**config.mk**
```make
export PLATFORM = sky130hd
export DESIGN_NAME = mem_access_unit
export DESIGN_NICKNAME = d
export VERILOG_FILES = /design/src/rtl/mem_access_unit.sv
export SDC_FILE = /design/constraint.sdc
export NUM_CORES = 1
export LEC_CHECK = 0
export ABC_AREA = 0
export CORE_ASPECT_RATIO = 2
export CORE_UTILIZATION = 40
export CTS_BUF_LIST = sky130_fd_sc_hd__clkbuf_8 sky130_fd_sc_hd__clkbuf_16
export CTS_CLUSTER_DIAMETER = 50
export DETAILED_ROUTE_END_ITERATION = 10
export PLACE_DENSITY_LB_ADDON = 0.15
export SETUP_SLACK_MARGIN = 0.4
export SLEW_MARGIN = 20
export SYNTH_ARGS = -nofsm -noshare
export SYNTH_HDL_FRONTEND = slang
export SYNTH_SLANG_ARGS = --single-unit
```
**constraint.sdc**
```tcl
create_clock -name clk -period 3.54 [get_ports clk]
set_clock_uncertainty 0.1 [all_clocks]
set_input_delay 0.531 -clock clk [delete_from_list [all_inputs] [get_ports clk]]
set_output_delay 0.531 -clock clk [all_outputs]
set_load 0.005 [all_outputs]
```
**src/rtl/mem_access_unit.sv**
```systemverilog
// ---------------------------------------------------------------------------
// mem_access_unit
//
// MEM-stage data-memory responder. Takes the load/store controls, byte address
// and store data of the instruction in MEM and runs one req/ack transaction
// against a word-wide data memory with variable latency. The pipeline is
// stalled until the access completes. Loads return their data with a one-cycle
// valid pulse. Misaligned word accesses and memory timeouts raise a one-cycle
// bus-error pulse instead.
//
// Ports
//   clk, rst_n        pipeline clock; asynchronous active-low reset
//   in_Mem_Read       load request (held stable while out_Stall=1)
//   in_Mem_Write      store request (held stable while out_Stall=1)
//   in_Store_Byte     store is a byte (SB), otherwise a word (SW)
//   in_Addr           byte address
//   in_Write_Data     store data; SB uses bits [7:0]
//   out_Stall         freeze PC/IF/ID/EXE registers this cycle (combinational)
//   out_Read_Data     load result, held until the next completed load
//   out_Read_Valid    one-cycle pulse: load completed
//   out_Bus_Error     one-cycle pulse: access aborted
//   mem_req .. mem_wdata   registered request side of the memory bus
//   mem_ack, mem_rdata     memory completion and read data
// ---------------------------------------------------------------------------
module mem_access_unit #(
    parameter int ADDR_WIDTH     = 32,
    parameter int TIMEOUT_CYCLES = 16
) (
    input  logic                  clk,
    input  logic                  rst_n,
    input  logic                  in_Mem_Read,
    input  logic                  in_Mem_Write,
    input  logic                  in_Store_Byte,
    input  logic [ADDR_WIDTH-1:0] in_Addr,
    input  logic [31:0]           in_Write_Data,
    output logic                  out_Stall,
    output logic [31:0]           out_Read_Data,
    output logic                  out_Read_Valid,
    output logic                  out_Bus_Error,
    output logic                  mem_req,
    output logic                  mem_we,
    output logic [3:0]            mem_be,
    output logic [ADDR_WIDTH-3:0] mem_addr,
    output logic [31:0]           mem_wdata,
    input  logic                  mem_ack,
    input  logic [31:0]           mem_rdata
);

    localparam int CNT_W = $clog2(TIMEOUT_CYCLES);

    typedef enum logic [1:0] {
        IDLE,
        REQ,
        DONE
    } state_t;

    state_t             state;
    logic [CNT_W-1:0]   cnt;
    logic               err_pending;
    logic               read_valid;
    logic               wr_access;
    logic               rd_access;
    logic               misaligned;

    // A store wins over a simultaneous load; the load is simply dropped.
    // Only byte stores may use a non-zero low address; everything else that
    // is not word aligned is rejected without touching memory.
    assign wr_access  = in_Mem_Write;
    assign rd_access  = in_Mem_Read & ~in_Mem_Write;
    assign misaligned = (in_Addr[1:0] != 2'b00) &
                        ((wr_access & ~in_Store_Byte) | rd_access);

    assign out_Read_Valid = read_valid;
    assign out_Bus_Error  = err_pending;

    // Stall is the only combinational output: it has to freeze the front of
    // the pipeline in the very cycle a memory instruction shows up in IDLE.
    // It is forced low while reset is held so nothing upstream stays frozen.
    // DONE never stalls, which lets the finishing instruction leave MEM.
    always_comb begin
        out_Stall = 1'b0;
        if (rst_n) begin
            case (state)
                IDLE:    out_Stall = in_Mem_Read | in_Mem_Write;
                REQ:     out_Stall = 1'b1;
                DONE:    out_Stall = 1'b0;
                default: out_Stall = 1'b0;
            endcase
        end
    end

    // Main controller. IDLE captures the access into the bus registers so
    // mem_req rises one cycle later, REQ waits for mem_ack or the timeout,
    // and DONE is a single cycle that presents the result pulses. The inputs
    // are ignored in DONE because they still belong to the finishing
    // instruction; the following IDLE cycle samples the next one.
    always_ff @(posedge clk or negedge rst_n) begin
        if (!rst_n) begin
            state         <= IDLE;
            cnt           <= '0;
            err_pending   <= 1'b0;
            read_valid    <= 1'b0;
            mem_req       <= 1'b0;
            mem_we        <= 1'b0;
            mem_be        <= 4'h0;
            mem_addr      <= '0;
            mem_wdata     <= 32'h0;
            out_Read_Data <= 32'h0;
        end else begin
            err_pending <= 1'b0;
            read_valid  <= 1'b0;
            case (state)
                IDLE: begin
                    if (wr_access | rd_access) begin
                        if (misaligned) begin
                            err_pending <= 1'b1;
                            state       <= DONE;
                        end else begin
                            mem_req  <= 1'b1;
                            mem_we   <= wr_access;
                            mem_addr <= in_Addr[ADDR_WIDTH-1:2];
                            cnt      <= '0;
                            state    <= REQ;
                            if (wr_access & in_Store_Byte) begin
                                mem_be    <= 4'b0001 << in_Addr[1:0];
                                mem_wdata <= {4{in_Write_Data[7:0]}};
                            end else if (wr_access) begin
                                mem_be    <= 4'hF;
                                mem_wdata <= in_Write_Data;
                            end else begin
                                mem_be    <= 4'hF;
                            end
                        end
                    end
                end
                REQ: begin
                    if (mem_ack) begin
                        mem_req <= 1'b0;
                        if (!mem_we) begin
                            out_Read_Data <= mem_rdata;
                            read_valid    <= 1'b1;
                        end
                        state <= DONE;
                    end else if (cnt == CNT_W'(TIMEOUT_CYCLES - 1)) begin
                        mem_req     <= 1'b0;
                        err_pending <= 1'b1;
                        state       <= DONE;
                    end else begin
                        cnt <= cnt + 1'b1;
                    end
                end
                DONE: begin
                    cnt   <= '0;
                    state <= IDLE;
                end
                default: begin
                    state <= IDLE;
                end
            endcase
        end
    end

endmodule
```
==> results.py <==
metrics = {
    "finish": {
        "layout_commonest_cell": "clkdlybuf4s50_1",
        "areaGrowthSynthToFinish_pct": 54.2,
        "finalInstanceArea_um2": 7140,
        "nets": 645,
        "diodes": 0,
        "layout.cells.non_filler": 689,
        "fillers": 946,
        "drive_gt1_share_pct": 18.3,
        "final_cell_mix": "clkdlybuf4s50_1 (203), dfrtp_1 (108), mux2_2 (42), inv_1 (29)",
    },
    "floorplan": {
        "die-area_um2": 12000,
        "die-height_um": 154,
        "die_w_um": 78.1,
        "fp-row-count": 55,
        "coreArea_um2": 11300,
        "io_pins": 205,
        "start_util_pct": 41.0,
    },
    "detailed_routing": {
        "drt_iter0_drc": 93,
        "drt_pass1_iterations": 4,
        "drc": 0,
        "via_per_inst": 4.92,
        "wl_per_cell_um": 17.4,
        "wl_mm": 12.0,
        "vias": 3389,
        "ant_nets": 0,
    },
    "sta": {
        "setup_slack_ns": 0.784,
        "period_needed_ns": 2.76,
        "period_share_pct": 77.8,
        "drv_slew": 0,
        "slew_headroom_pct": 42.4,
        "setup_viol": 0,
        "hold_viol": 0,
        "fmax_ghz": 0.363,
        "tightest_slew_ns": 0.862,
        "tns_ns": 0,
        "rsz0062_at_grt": "false",
    },
    "clock_network": {
        "clock_latency_ns": 0.34,
        "cts_made_buffers": 9,
        "cts.sinks": 108,
        "clk_path_buf_depth": 2,
        "cts_tree": "yes",
        "cts_max_level": 3,
        "cts.clk_slew.worst_paths_ns": 0.08,
        "cts_root_buf": "clkbuf_16",
        "post_cts_buffers": 0,
    },
    "yosys": {
        "avgSynthCellArea_um2": 13.7,
        "yosys_warnings": 0,
        "postSynthNetCount": 440,
        "syn_area_um2": 4630,
        "synth_ff_type": "dfrtp_1",
        "ys_ff_latch": 108,
        "async_reset_ff_share_pct": 100,
        "synth_edf_count": 0,
        "synthCells": 337,
        "synth_seq_area_share_pct": 58.4,
        "ys_types": 41,
    },
    "global_routing": {
        "grt_usage_pct": 20.4,
        "antenna_found_initial": 0,
        "grt_max_degree": 64,
        "grt_pass1_vias": 3585,
        "overflow": 0,
        "grt_pass1_wl_mm": 18.5,
    },
    "critical_path": {
        "crit_fanout": 15,
        "cp.arrival_ns": 2.12,
        "r2r_cells": 5,
        "crit_type": "input pin to output pin",
        "required_ns": 2.91,
        "r2r-end": "mem_addr[2]",
        "endpoint_kind": "output pin",
        "crit_path_start_kind": "input pin",
        "timing.rr.start": "state[1]",
        "rrSetupSlack_ns": 1.43,
    },
    "placed_design": {
        "gp_congestion": 0.757,
        "dp_cells": 672,
        "hpwlAfterDp_mm": 9.08,
        "dpl_cell_area_um2": 6790,
        "port_buffers": 204,
        "place_ws_ns": 0.750,
    },
    "hold_path": {
        "hold_path.class": "input pin to asynchronous set/reset pin",
    },
    "power_and_ir_drop": {
        "vdd_ir_drop_max_v": 0.000496,
        "power_density_nw_per_um2": 814,
        "p_leak_nw": 3.15,
    },
    "run": {
        "max_cap_viol_count": 0,
    },
    "status": {
        "status": "finished clean",
    },
}
-- critical path: stages --
cell	delay, ns
clkdlybuf4s50_1	0.74
nor2_1	0.14
a21oi_1	0.17
clkdlybuf4s50_1	0.54
-- cells in the mapped netlist (2+ instances only) --
master,number,share of area (%)
dfrtp_1,108,58
mux2_2,42,10
inv_1,29,2.4
a21oi_1,28,3.0
mux2_4,28,9.1
mux2i_1,25,5.4
and3_1,9,1.2
buf_2,6,0.65
nand2_1,6,0.49
o21ai_0,6,0.65
buf_4,4,0.65
clkbuf_1,4,0.32
buf_6,3,0.73
nor2_1,3,0.24
o31a_1,3,0.57
or2_2,3,0.41
a21o_1,2,0.32
nand3_1,2,0.22
nor2b_1,2,0.27
o21bai_1,2,0.32
o22ai_1,2,0.27
-- layout make-up --
type / instances / area [um^2] / share of cell area [%]
repair buffers: 211 / 2110 / 29.5
clock inverters: 7 / 106 / 1.49
inverters: 29 / 109 / 1.53
clock buffers: 9 / 225 / 3.16
multi-input cells: 183 / 1710 / 23.9
well taps: 142 / 178 / 2.49
flip-flops and latches: 108 / 2700 / 37.9
-- how the worst max path moves through the flow --
| stage | start | cells after the start | slack (ns) | to |
|---|---|---|---|---|
| after floorplan | in_Mem_Write | 4 | 1.77 | mem_addr[10] |
| after global placement | in_Mem_Write | 5 | 0.81 | mem_addr[3] |
| after detailed placement | in_Mem_Write | 5 | 0.75 | mem_addr[2] |
| after CTS | in_Mem_Write | 4 | 0.81 | out_Stall |
| after global routing | in_Mem_Write | 4 | 0.67 | out_Stall |
| final | in_Mem_Write | 4 | 0.78 | out_Stall |
-- flip-flops by register name (all words and copies together), names as in the netlist, 2 cells and up --
name	cells
mem_wdata	32
out_Read_Data	32
mem_addr	30
cnt	4
mem_be	4
state	2
-- power by group --
part	leakage [nW]	switching, W	internal (W)
clock network	0.161	0.000472	0.000634
logic	1.70	0.000776	0.00173
registers	1.29	0.000363	0.00184
total	3.15	0.00161	0.00420
-- timing repair --
item | in CTS | in global routing
hold buffers | 1 | 0
resized for setup | 0 | 0
hold endpoints to repair | 1 | 0
-- stage by stage --
stage	total power (W)	hold WS, ns	utilization, %
finish	0.00581	0.407	63.2
global route	0.00613	0.405	63.2
CTS	0.00589	0.400	63.2
detailed placement	0.00475	0.235	60.2
global placement	0.00467	0.234	60.2
floorplan	0.00320	0.135	-
-- layer usage --
| layer | up-vias | global-route usage (%) | share of wire, % |
|---|---|---|---|
| met5 | - | 0 | 0 |
| met4 | 0 | 9.35 | 2.8 |
| met3 | 22 | 4.99 | 6.1 |
| met2 | 139 | 37.8 | 56 |
| met1 | 1651 | 21.0 | 35 |
| li1 | 1577 | - | - |
-- logic make-up after synthesis --
kind of cell    synth area share [%]
simple gates                    4.62
xor+xnor                       0.189
fa+ha+maj                      0.270
flops                           58.4
mux                             24.7
buf+inv                         4.70
compound gates                  7.11
Power figures use the tool's default switching activity.
